### src/rtl/cd4073_bist_ctrl.sv
// BIST sequencer for the cd4073 triple 3-input AND: sweeps all 512 input vectors, checks y1..y3.
// Optional macro CD4073_BIST_STOP_ON_FAIL_EN ends the sweep at the first failing vector.
module cd4073_bist_ctrl #(
   parameter int SETTLE_CYCLES = 2,
   parameter int ERR_W         = 10
) (
   input  logic             clk,
   input  logic             rst,
   input  logic             start,
   input  logic             y1,
   input  logic             y2,
   input  logic             y3,
   output logic [2:0]       a1,
   output logic [2:0]       a2,
   output logic [2:0]       a3,
   output logic             busy,
   output logic             done,
   output logic             pass,
   output logic [ERR_W-1:0] err_count,
   output logic [2:0]       fail_mask,
   output logic [8:0]       first_fail_vec,
   output logic             first_fail_valid
);

   typedef enum logic [1:0] {IDLE, SETTLE, CHECK, DONE} state_t;

   localparam logic [3:0]       RELOAD  = 4'(SETTLE_CYCLES - 1);
   localparam logic [ERR_W-1:0] ERR_MAX = {ERR_W{1'b1}};

   state_t     state;
   logic [8:0] vec;
   logic [3:0] cnt;
   logic [2:0] mism;

   // Gate inputs come straight from the vector register, never from start.
   assign a1 = vec[8:6];
   assign a2 = vec[5:3];
   assign a3 = vec[2:0];

   assign mism = {y3 ^ (&vec[2:0]), y2 ^ (&vec[5:3]), y1 ^ (&vec[8:6])};

   always_ff @(posedge clk or posedge rst) begin
      if (rst) begin
         state            <= IDLE;
         vec              <= '0;
         cnt              <= '0;
         busy             <= 1'b0;
         done             <= 1'b0;
         pass             <= 1'b0;
         err_count        <= '0;
         fail_mask        <= '0;
         first_fail_vec   <= '0;
         first_fail_valid <= 1'b0;
      end else begin
         done <= 1'b0;
         case (state)
            IDLE: begin
               if (start) begin
                  vec              <= '0;
                  cnt              <= RELOAD;
                  busy             <= 1'b1;
                  pass             <= 1'b0;
                  err_count        <= '0;
                  fail_mask        <= '0;
                  first_fail_vec   <= '0;
                  first_fail_valid <= 1'b0;
                  state            <= SETTLE;
               end
            end
            SETTLE: begin
               if (cnt == 4'd0) state <= CHECK;
               else             cnt   <= cnt - 4'd1;
            end
            CHECK: begin
               if (mism != 3'b000) begin
                  if (err_count != ERR_MAX) err_count <= err_count + 1'b1;
                  fail_mask <= fail_mask | mism;
                  if (!first_fail_valid) begin
                     first_fail_vec   <= vec;
                     first_fail_valid <= 1'b1;
                  end
               end
`ifdef CD4073_BIST_STOP_ON_FAIL_EN
               if (mism != 3'b000 || vec == 9'd511) begin
`else
               if (vec == 9'd511) begin
`endif
                  state <= DONE;
               end else begin
                  vec   <= vec + 9'd1;
                  cnt   <= RELOAD;
                  state <= SETTLE;
               end
            end
            DONE: begin
               // err_count already includes the final CHECK here.
               done  <= 1'b1;
               busy  <= 1'b0;
               pass  <= (err_count == '0);
               state <= IDLE;
            end
            default: state <= IDLE;
         endcase
      end
   end

endmodule

### config.mk
export PLATFORM = sky130hd
export DESIGN_NAME = cd4073_bist_ctrl
export DESIGN_NICKNAME = d
export VERILOG_FILES = /design/src/rtl/cd4073_bist_ctrl.sv
export SDC_FILE = /design/constraint.sdc
export NUM_CORES = 1
export LEC_CHECK = 0
export ABC_AREA = 1
export CELL_PAD_IN_SITES_DETAIL_PLACEMENT = 0
export CELL_PAD_IN_SITES_GLOBAL_PLACEMENT = 1
export CORE_UTILIZATION = 41
export CTS_CLUSTER_DIAMETER = 200
export DETAILED_ROUTE_END_ITERATION = 10
export PLACE_DENSITY = 0.88
export SLEW_MARGIN = 10
export SYNTH_ARGS = -nofsm -noshare
export SYNTH_HDL_FRONTEND = slang
export SYNTH_SLANG_ARGS = --single-unit
export TNS_END_PERCENT = 20
### constraint.sdc
create_clock -name clk -period 5.1 [get_ports clk]
set_clock_uncertainty 0.1 [all_clocks]
set_input_delay 0.51 -clock clk [delete_from_list [all_inputs] [get_ports clk]]
set_output_delay 0.51 -clock clk [all_outputs]
set_load 0.05 [all_outputs]
==> results.md, run 1 <==
- The number of antenna violations at the first check in global routing is 0.
- The CTS tree is done.
- Combinational cells account for 28.1% of the total power.
- The destination of the worst register-to-register timing path is vec[6].
- The count of TritonRoute iterations in the first routing pass is 4.
- The clock sink count is 41.
- At the pin with the least slew margin, the transition time is 512 ps.
- The number of port buffers is 40.
- The first global-routing pass estimated 8460 µm of wire.
- After detailed routing, the number of vias per cell comes to 4.91.
- After synthesis, the mean cell area works out to between 8 and 9 µm².
- The average wire length per cell after detail routing is about 12 µm.
- The clock share of power is a little over a quarter.
- The die is between 70 and 80 µm wide.
- The instance count along the most critical hold path is 2.
- On the worst path, the slowest cell contributes a delay of 860 ps.
- The area added between synthesis and finish is 24.6%.
- The critical path startpoint category is a flop.
- Synthesis handed over a netlist of between 200 and 300 instances.
- The power density over cell area is a little over 300 nW/µm².
- Static timing analysis puts the maximum clock frequency at about 0.44 GHz.
- The portion of netlist area occupied by mux cells is 0%.
- The number of maximum-capacitance constraint violations is 0.
- The number of cells on the worst reg-to-reg path is 10.
- The dominant synthesized flop cell is sky130_fd_sc_hd__dfrtp_1.
- The die covers about 5800 µm².
- The post-CTS resize count is 0.
- The number of buffers inserted during clock tree synthesis is 5.
- The routed design could run at a clock period as short as about 2300 ps.
- The starting utilization of the core area is between 40% and 50%.
- Of the total power, registers draw approximately 45%.
- Across all register-to-register paths, the minimum setup slack is about 3000 ps.
- The estimated wirelength of the detail-placed design is 3480 µm.
- The via count of the first global-routing pass was between 1500 and 2000.
- The number of antenna diodes in the final layout is 0.
- The clock reaches the later pin of the worst-skew pair after about 290 ps.
- The number of synthesized flops with an enable pin is 0.
- The area share of fa/ha/maj cells after synthesis is about 3.9%.
- Sequential elements use a little under half of the synthesized area.
- The aggregate negative setup slack is 0 ps.
- Entering global routing, the biggest net connects 42 pins.
- For this run, design rule violations remaining after detail routing come to 0.
- The floorplan has 26 rows.
- After clock tree synthesis, the setup repair step added 0 buffers.
- The worst hold path begins at first_fail_vec[1].
- Net switching is between 30% and 40% of the power.
- The detail route stage leaves a number of antenna-violating nets equal to 0.
- The number of hold buffers added after CTS was 0.
- The maximum ir drop on the vdd rail is approximately 0.14 mV.
- The largest fanout of any net on the critical path is 8.
- The total I/O pin count is roughly 40.
- The cell taking the most area after synthesis is sky130_fd_sc_hd__dfrtp_1.
- The worst path uses ~45% of the clock period.
- Cells fill between 50% and 60% of the core in the end.
- The final standard cell area without fillers is around 2800 µm².
- Headroom to the max-slew limit came out at around 66%.
- The number of pins with negative max-slew slack in the final report is 0.
- Cells with a size suffix above 1 make up 11.0% of the layout.
- The switching power summed over all nets is a little over 300 µW.
- The number of violations reported at the end of detailed-routing iteration 0 is about 130.
- The placed cell area is approximately 2700 µm².
- The die is ~76 µm tall.
- The main combinational cell family by area after synthesis is simple AND/OR/NAND/NOR gates.
- The routed layout has between 1500 and 2000 vias.
- The number of warnings issued by yosys is 0.
- The cell sitting at the root of the clock tree is a sky130_fd_sc_hd__clkbuf_8.
- The simple logic cell fraction of the synthesized area is between 20 and 30%.
- Synthesis produced a netlist with a net count of between 200 and 300.
- Registers take between 1000 and 1500 µm².
- By area the synthesized netlist is led by sky130_fd_sc_hd__dfrtp_1, sky130_fd_sc_hd__nand2_1, sky130_fd_sc_hd__inv_1.
- At the end of the flow, the number of nets in the layout was around 330.
- Of the post-synthesis cell area, the dominant cell type holds 45.6%.
- STA puts the critical path data arrival time at roughly 1700 ps.
- The filler cells instantiated in the layout total roughly 530.
- The capturing element type of the critical path is an output pin.
- Counting both buffers and inverters, the worst setup path holds a total of 1.
- The run finished with clean final reports.
- The clock-pin slew reported for the worst setup and hold paths after clock tree synthesis is 80 ps.
- The multi-input gate area in the final layout is around 1100 µm².
- In this run the critical register-to-register path is launched from vec[0].
- For this block, the routed nets add up to about 4800 µm of wire.
- Global routing used between 10% and 20% of the available tracks.
- The internal portion of the total power is ~550 µW.
- The post-synthesis register bit count is 41.
- The final RePlAce weighted congestion is between 0.8 and 0.9.
- The most repeated cell in the gate-level netlist after synthesis is sky130_fd_sc_hd__nand2_1.
- The final count of negative-setup-slack endpoints is 0.
- The largest delay contributor family on the critical path is buffers and inverters.
- The longest clock path from root to sink contains 2 buffers.
- In this run the static leakage power is 0.00136 µW.
- Setup repair after global routing left no endpoint under its margin.
- After floorplanning, the core was sized to cover about 5200 µm².
- Summing every instance area after synthesis gives 2250 µm².
- The async set-reset flop share out of synthesis is 100%.
- The number of failing hold endpoints at the final stage is 0.
- The count of cell types in the netlist is 32.
- Counting instances in the post-synthesis netlist gives the leading cell types as sky130_fd_sc_hd__nand2_1, sky130_fd_sc_hd__dfrtp_1, sky130_fd_sc_hd__inv_1, sky130_fd_sc_hd__nand3_1, sky130_fd_sc_hd__nor2_1.
- The remaining global-route overflow is 0.
- The signal on the critical path passes through clkdlybuf4s50_1.
- The required time of the critical path is roughly 4500 ps.
- The worst hold path terminates at first_fail_vec[1].
- The min-delay analysis places its worst path in the category flop to flop.
- The number of levels the H-tree was split into is 2.
- The path type of the worst setup path is flop to output pin.
- The post-synthesis share of cell area spent on xor and xnor gates is 1.17%.
- The synthesized netlist devotes 12.1% of its cell area to compound gates.
- The standard cell with the maximum stage delay on the critical path is sky130_fd_sc_hd__clkdlybuf4s50_1.
[metal layers]
metal	global-route usage (%)	part of all wire, %
met5	0	0
met3	3.35	4.5
met4	5.77	1.3
met2	28.1	42
met1	25.9	52
[placed cells by master, fill, tap and decap left out, types with 2 or more instances in the layout]
cell                               n
sky130_fd_sc_hd__a21oi_1          11
sky130_fd_sc_hd__clkbuf_8          7
sky130_fd_sc_hd__clkdlybuf4s50_1  40
sky130_fd_sc_hd__dfrtp_1          41
sky130_fd_sc_hd__ha_1              7
sky130_fd_sc_hd__inv_1            29
sky130_fd_sc_hd__inv_2             3
sky130_fd_sc_hd__nand2_1          77
sky130_fd_sc_hd__nand2_2           3
sky130_fd_sc_hd__nand2_4           3
sky130_fd_sc_hd__nand3_1          17
sky130_fd_sc_hd__nand3_4           2
sky130_fd_sc_hd__nand3b_1          2
sky130_fd_sc_hd__nand4_1           7
sky130_fd_sc_hd__nor2_1           17
sky130_fd_sc_hd__nor2_2            2
sky130_fd_sc_hd__nor3_1            3
sky130_fd_sc_hd__o21ai_0          16
sky130_fd_sc_hd__o21ai_1           9
sky130_fd_sc_hd__o21ai_2           9
sky130_fd_sc_hd__xor2_1            3
[registers in the layout, summed over array words and instances, names as in the netlist]
| name | flops |
|---|---|
| err_count | 10 |
| state | 2 |
| busy | 1 |
| first_fail_vec | 9 |
| pass | 1 |
| done | 1 |
| first_fail_valid | 1 |
| cnt | 4 |
| vec | 9 |
| fail_mask | 3 |
[cells by family after synthesis]
group | count (synthesis)
xor+xnor | 3
flops | 41
simple gates | 140
compound gates | 47
fa+ha+maj | 7
buf+inv | 37
[worst reg2reg max path, delay by kind of cell, from the launching register on]
family | cells | cell delay, ps
flip-flops | 1 | 430
AND/OR/NAND/NOR | 6 | 800
AO/OA/AOI/OAI | 2 | 200
adder cells (fa/ha/maj) | 2 | 420
[power groups by stage]
stage | sequential, µW | clock, µW | combinational [µW]
global placement | 388 | 0 | 241
global route | 388 | 255 | 260
floorplan | 474 | 0 | 78.0
finish | 382 | 235 | 241
detailed placement | 389 | 0 | 242
CTS | 382 | 242 | 243
[area by class of cell]
cell class | count | share of cell area (%)
Multi-Input combinational cell | 197 | 37.8
Sequential cell | 41 | 36.6
Timing Repair Buffer | 41 | 14.6
Inverter | 32 | 4.29
Clock buffer | 7 | 3.44
Tap cell | 70 | 3.13
Clock inverter | 1 | 0.179
[metrics by stage]
| step | power, µW | hold WS [ps] | setup WS (ps) | std cells |
|---|---|---|---|---|
| floorplan | 552 | 418 | 2920 | 275 |
| global route | 903 | 417 | 2760 | 389 |
| detailed placement | 631 | 372 | 2940 | 381 |
| finish | 858 | 387 | 2820 | 389 |
| CTS | 867 | 392 | 2800 | 389 |
| global placement | 629 | 363 | 2970 | 381 |
[worst max path at each step]
stage               slack [ps]  startpoint                end  cells after the start
floorplan                 2920      vec[0]             vec[6]                     10
global placement          2970       start  first_fail_vec[6]                      8
detailed placement        2940       start  first_fail_vec[3]                      8
CTS                       2800      vec[3]              a2[0]                      1
global route              2760      vec[1]             vec[4]                     10
finish                    2820      vec[3]              a2[0]                      1
Note: power is estimated with default switching activity, not from simulation.
==> run 2, diff against run 1 <==
--- a/config.mk
+++ b/config.mk
@@ -8,10 +8,10 @@
 export ABC_AREA = 1
 export CELL_PAD_IN_SITES_DETAIL_PLACEMENT = 0
 export CELL_PAD_IN_SITES_GLOBAL_PLACEMENT = 1
-export CORE_UTILIZATION = 41
+export CORE_UTILIZATION = 35
 export CTS_CLUSTER_DIAMETER = 200
 export DETAILED_ROUTE_END_ITERATION = 10
-export PLACE_DENSITY = 0.88
+export PLACE_DENSITY = 0.8
 export SLEW_MARGIN = 10
 export SYNTH_ARGS = -nofsm -noshare
 export SYNTH_HDL_FRONTEND = slang
==> constraint.sdc (replaced) <==
create_clock -name clk -period 1.9 [get_ports clk]
set_clock_uncertainty 0.1 [all_clocks]
set_input_delay 0.19 -clock clk [delete_from_list [all_inputs] [get_ports clk]]
set_output_delay 0.19 -clock clk [all_outputs]
set_load 0.05 [all_outputs]
==> run 2 against run 1 <==
  * Via count rose by 3.3%
  * Routed wire length rose by 14%
  * Sequential cell count did not move
  * Sequential power rose to 2.7 times the previous value
  * Core utilization fell by 4.1 points
  * Setup slack got worse by 2800 ps
  * Non-clock buffer count rose by 9
  * Clock power rose to 3.1 times the previous value
  * Largest power group unchanged
==> results.md, run 2 (synthesis results as in run 1) <==
- The run finished with clean final reports.
- The die area was 6750 µm² (+17%).
- The clock-pin slew reported for the worst setup and hold paths after clock tree synthesis was 80 ps (about the same).
- The sequential share of power came to 42.6% (-2.0 points).
- In the final layout, the registers with the most flip-flops are err_count x10, first_fail_vec x9, vec x9.
- The share of total power in combinational logic is 27.1% (-1.0 points).
- In the layout the commonest cells are sky130_fd_sc_hd__nand2_1, sky130_fd_sc_hd__dfrtp_1, sky130_fd_sc_hd__inv_1.
- TritonCTS built the clock tree.
- The critical path startpoint category is a flop.
- The worst slew slack as a fraction of its limit was 65.8% (about the same).
- In this run the worst setup path begins at vec[0].
- Timing would allow up to 0.531 GHz.
- The number of rows in the core area is 28 (+7.7%).
- The final RePlAce weighted congestion is 0.811 (-5.3%).
- The final count of negative-setup-slack endpoints was 0 (unchanged).
- The number of levels the H-tree was split into is 2 (unchanged).
- The wire length of the first global-routing pass is 8830 µm (+4.4%).
- The origin of the critical flop-to-flop path is vec[0].
- The register with the most flip-flops in the final layout is err_count.
- The total routing resource utilization after global routing came to 17.3% (-0.85 points).
- The fraction of final layout cells sized beyond drive strength 1 is 22.7% (+12 points).
- The clock share of power is 30.3% (+2.9 points).
- The number of buffers inserted during clock tree synthesis is 5 (unchanged).
- The most common library cell in the layout ignoring fill and taps is sky130_fd_sc_hd__nand2_1.
- The total I/O pin count is 41 (unchanged).
- The required time of the critical path is 2020 ps (-2470 ps).
- The worst setup path is captured at a flop.
- Setup repair after global routing could not meet its margin everywhere.
- The number of port buffers is 40 (unchanged).
- Subtracting the final worst setup slack from the clock period gives around 1900 ps.
- The final wirelength was 5510 µm (+14%).
- The power density over cell area was 799 nW/µm² (+160%).
- The internal reg-to-reg setup slack was 20 ps (-3020 ps).
- The tightest min-delay check is of the input pin to asynchronous set/reset pin type.
- The total power is 2410 µW (+180%).
- The maximum buffer depth of the clock tree is 2 (unchanged).
- The transition time of the tightest slew-check pin is 511 ps (-1.21 ps).
- The average wire length per cell after detail routing is 13.6 µm (+9.8%).
- The area inside the core boundary is 6060 µm² (+16%).
- The largest fanout of any net on the critical path is 5 (-3).
- The clock sink count is 41 (unchanged).
- The estimated wirelength of the detail-placed design came to 3890 µm (+12%).
- The remaining global-route overflow is 0 (unchanged).
- The total number of vias is 1972 (+3.3%).
- The via count of the first global-routing pass is 1837 (+3.4%).
- The critical path ends at vec[3].
- The horizontal die dimension is 82.2 µm (+8.0%).
- The starting utilization of the core area is 37.1% (-6.1 points).
- The destination of the worst register-to-register timing path is vec[3].
- The number of maximum-capacitance constraint violations is 0 (unchanged).
- The switching power summed over all nets came to 824 µW (+170%).
- The number of flip-flops in the largest register is 10 (unchanged).
- The clock latency reported for the late side of the worst-skew pair is 290 ps (about the same).
- The clock root buffer master is sky130_fd_sc_hd__clkbuf_8.
- The number of failing hold endpoints at the final stage came to 0 (unchanged).
- The internal power consumption is 1590 µW (+190%).
- The count of TritonRoute iterations in the first routing pass was 4 (unchanged).
- The area added between synthesis and finish is 34.1%.
- The maximum ir drop on the vdd rail is 0.345 mV (+150%).
- The number of DRC violations after detailed routing is 0 (unchanged).
- The total number of nets in the final design is 342 (+3.3%).
- The number of antenna-violating nets in the routed design is 0 (unchanged).
- The die height is 82.2 µm (+8.0%).
- The final cell count without fillers came to 405 (+4.1%).
- The number of placed cells counting well taps was 394 (+3.4%).
- The number of inserted filler cells in the final layout is 603 (+14%).
- The worst path uses slightly below 100% of the clock period.
- The leakage power is 0.00151 µW (+11%).
- The worst setup path is of the flop to flop kind.
- The number of pins with negative max-slew slack in the final report is 0 (unchanged).
- The maximum number of pins on one net before global-route repair is 42 (unchanged).
- The path depth of the worst reg2reg path is 10 (unchanged).
- The share of total power consumed by net switching came to 34.2% (-1.3 points).
- The data arrival time of the critical path is 2000 ps (+330 ps).
- The antenna diode count is 0 (unchanged).
- The number of violations reported at the end of detailed-routing iteration 0 is 139 (+11%).
- The average vias per placed instance is 4.87 (-0.78%).
- The number of antenna violations at the first check in global routing is 0 (unchanged).
[run 2: critical path, stage by stage (launching register included)]
cell and delay, ps:
sky130_fd_sc_hd__dfrtp_2 440, sky130_fd_sc_hd__ha_4 180, sky130_fd_sc_hd__nand3_4 80, sky130_fd_sc_hd__nor3_2 50
sky130_fd_sc_hd__and3_1 150, sky130_fd_sc_hd__ha_2 170, sky130_fd_sc_hd__or2_4 270, sky130_fd_sc_hd__nand2_8 80
sky130_fd_sc_hd__nand2_4 70, sky130_fd_sc_hd__xor2_2 150, sky130_fd_sc_hd__nor2_1 80
[run 2: worst min-delay path by stage]
stage,startpoint,endpoint,slack [ps],depth (start not counted)
2_1_floorplan,rst,busy,320,1
3_3_place_gp,busy,busy,360,2
3_5_place_dp,first_fail_vec[0],first_fail_vec[0],370,2
4_1_cts,rst,first_fail_vec[0],160,3
5_1_grt,rst,state[0],160,3
6_report,rst,vec[8],160,3
[run 2: metrics by stage]
| stage | setup slack [ps] | area [µm²] | setup TNS (ps) | hold WS (ps) | utilization [%] |
|---|---|---|---|---|---|
| 2_1_floorplan | -55.3 | 2280 | -253 | 320 | - |
| 3_3_place_gp | 60.8 | 2790 | 0 | 363 | 46.1 |
| 3_5_place_dp | -9.11 | 2790 | -9.11 | 368 | 46.1 |
| 4_1_cts | -9.70 | 2920 | -9.70 | 162 | 48.1 |
| 5_1_grt | -68.3 | 3020 | -159 | 164 | 49.8 |
| 6_report | 15.7 | 3020 | 0 | 158 | 49.8 |
[run 2: layout make-up]
type / instances / area [µm²] / area share (%)
multi-input cells: 199 / 1170 / 39.0
flip-flops and latches: 41 / 1030 / 34.3
repair buffers: 50 / 477 / 15.8
inverters: 32 / 120 / 3.98
well taps: 75 / 93.8 / 3.11
clock buffers: 7 / 86.3 / 2.86
clock inverters: 1 / 30.0 / 0.996
[run 2: what timing repair did]
| action | 4_1_cts | 5_1_grt |
|---|---|---|
| resized for setup | 2 | 15 |
| pin swaps | 0 | 3 |
| endpoints found under the setup margin | 2 | 24 |
| hold buffers | 0 | 0 |
| endpoints found under the hold margin | 0 | 0 |
| cloned | 0 | 2 |
| setup buffers | 0 | 1 |
[run 2: power groups by stage]
stage	combinational [µW]	clock (µW)	sequential, µW
after floorplan	209	0	1270
after global placement	655	0	1040
after detailed placement	656	0	1040
after CTS	658	747	1030
after global routing	717	793	1040
final	654	730	1030
[run 2: routing by layer]
layer  part of all wire (%)  GRT usage (%)
met1                     48           24.5
met2                     47           27.0
met3                    4.6           3.63
met4                   0.83           4.21
met5                      0              0
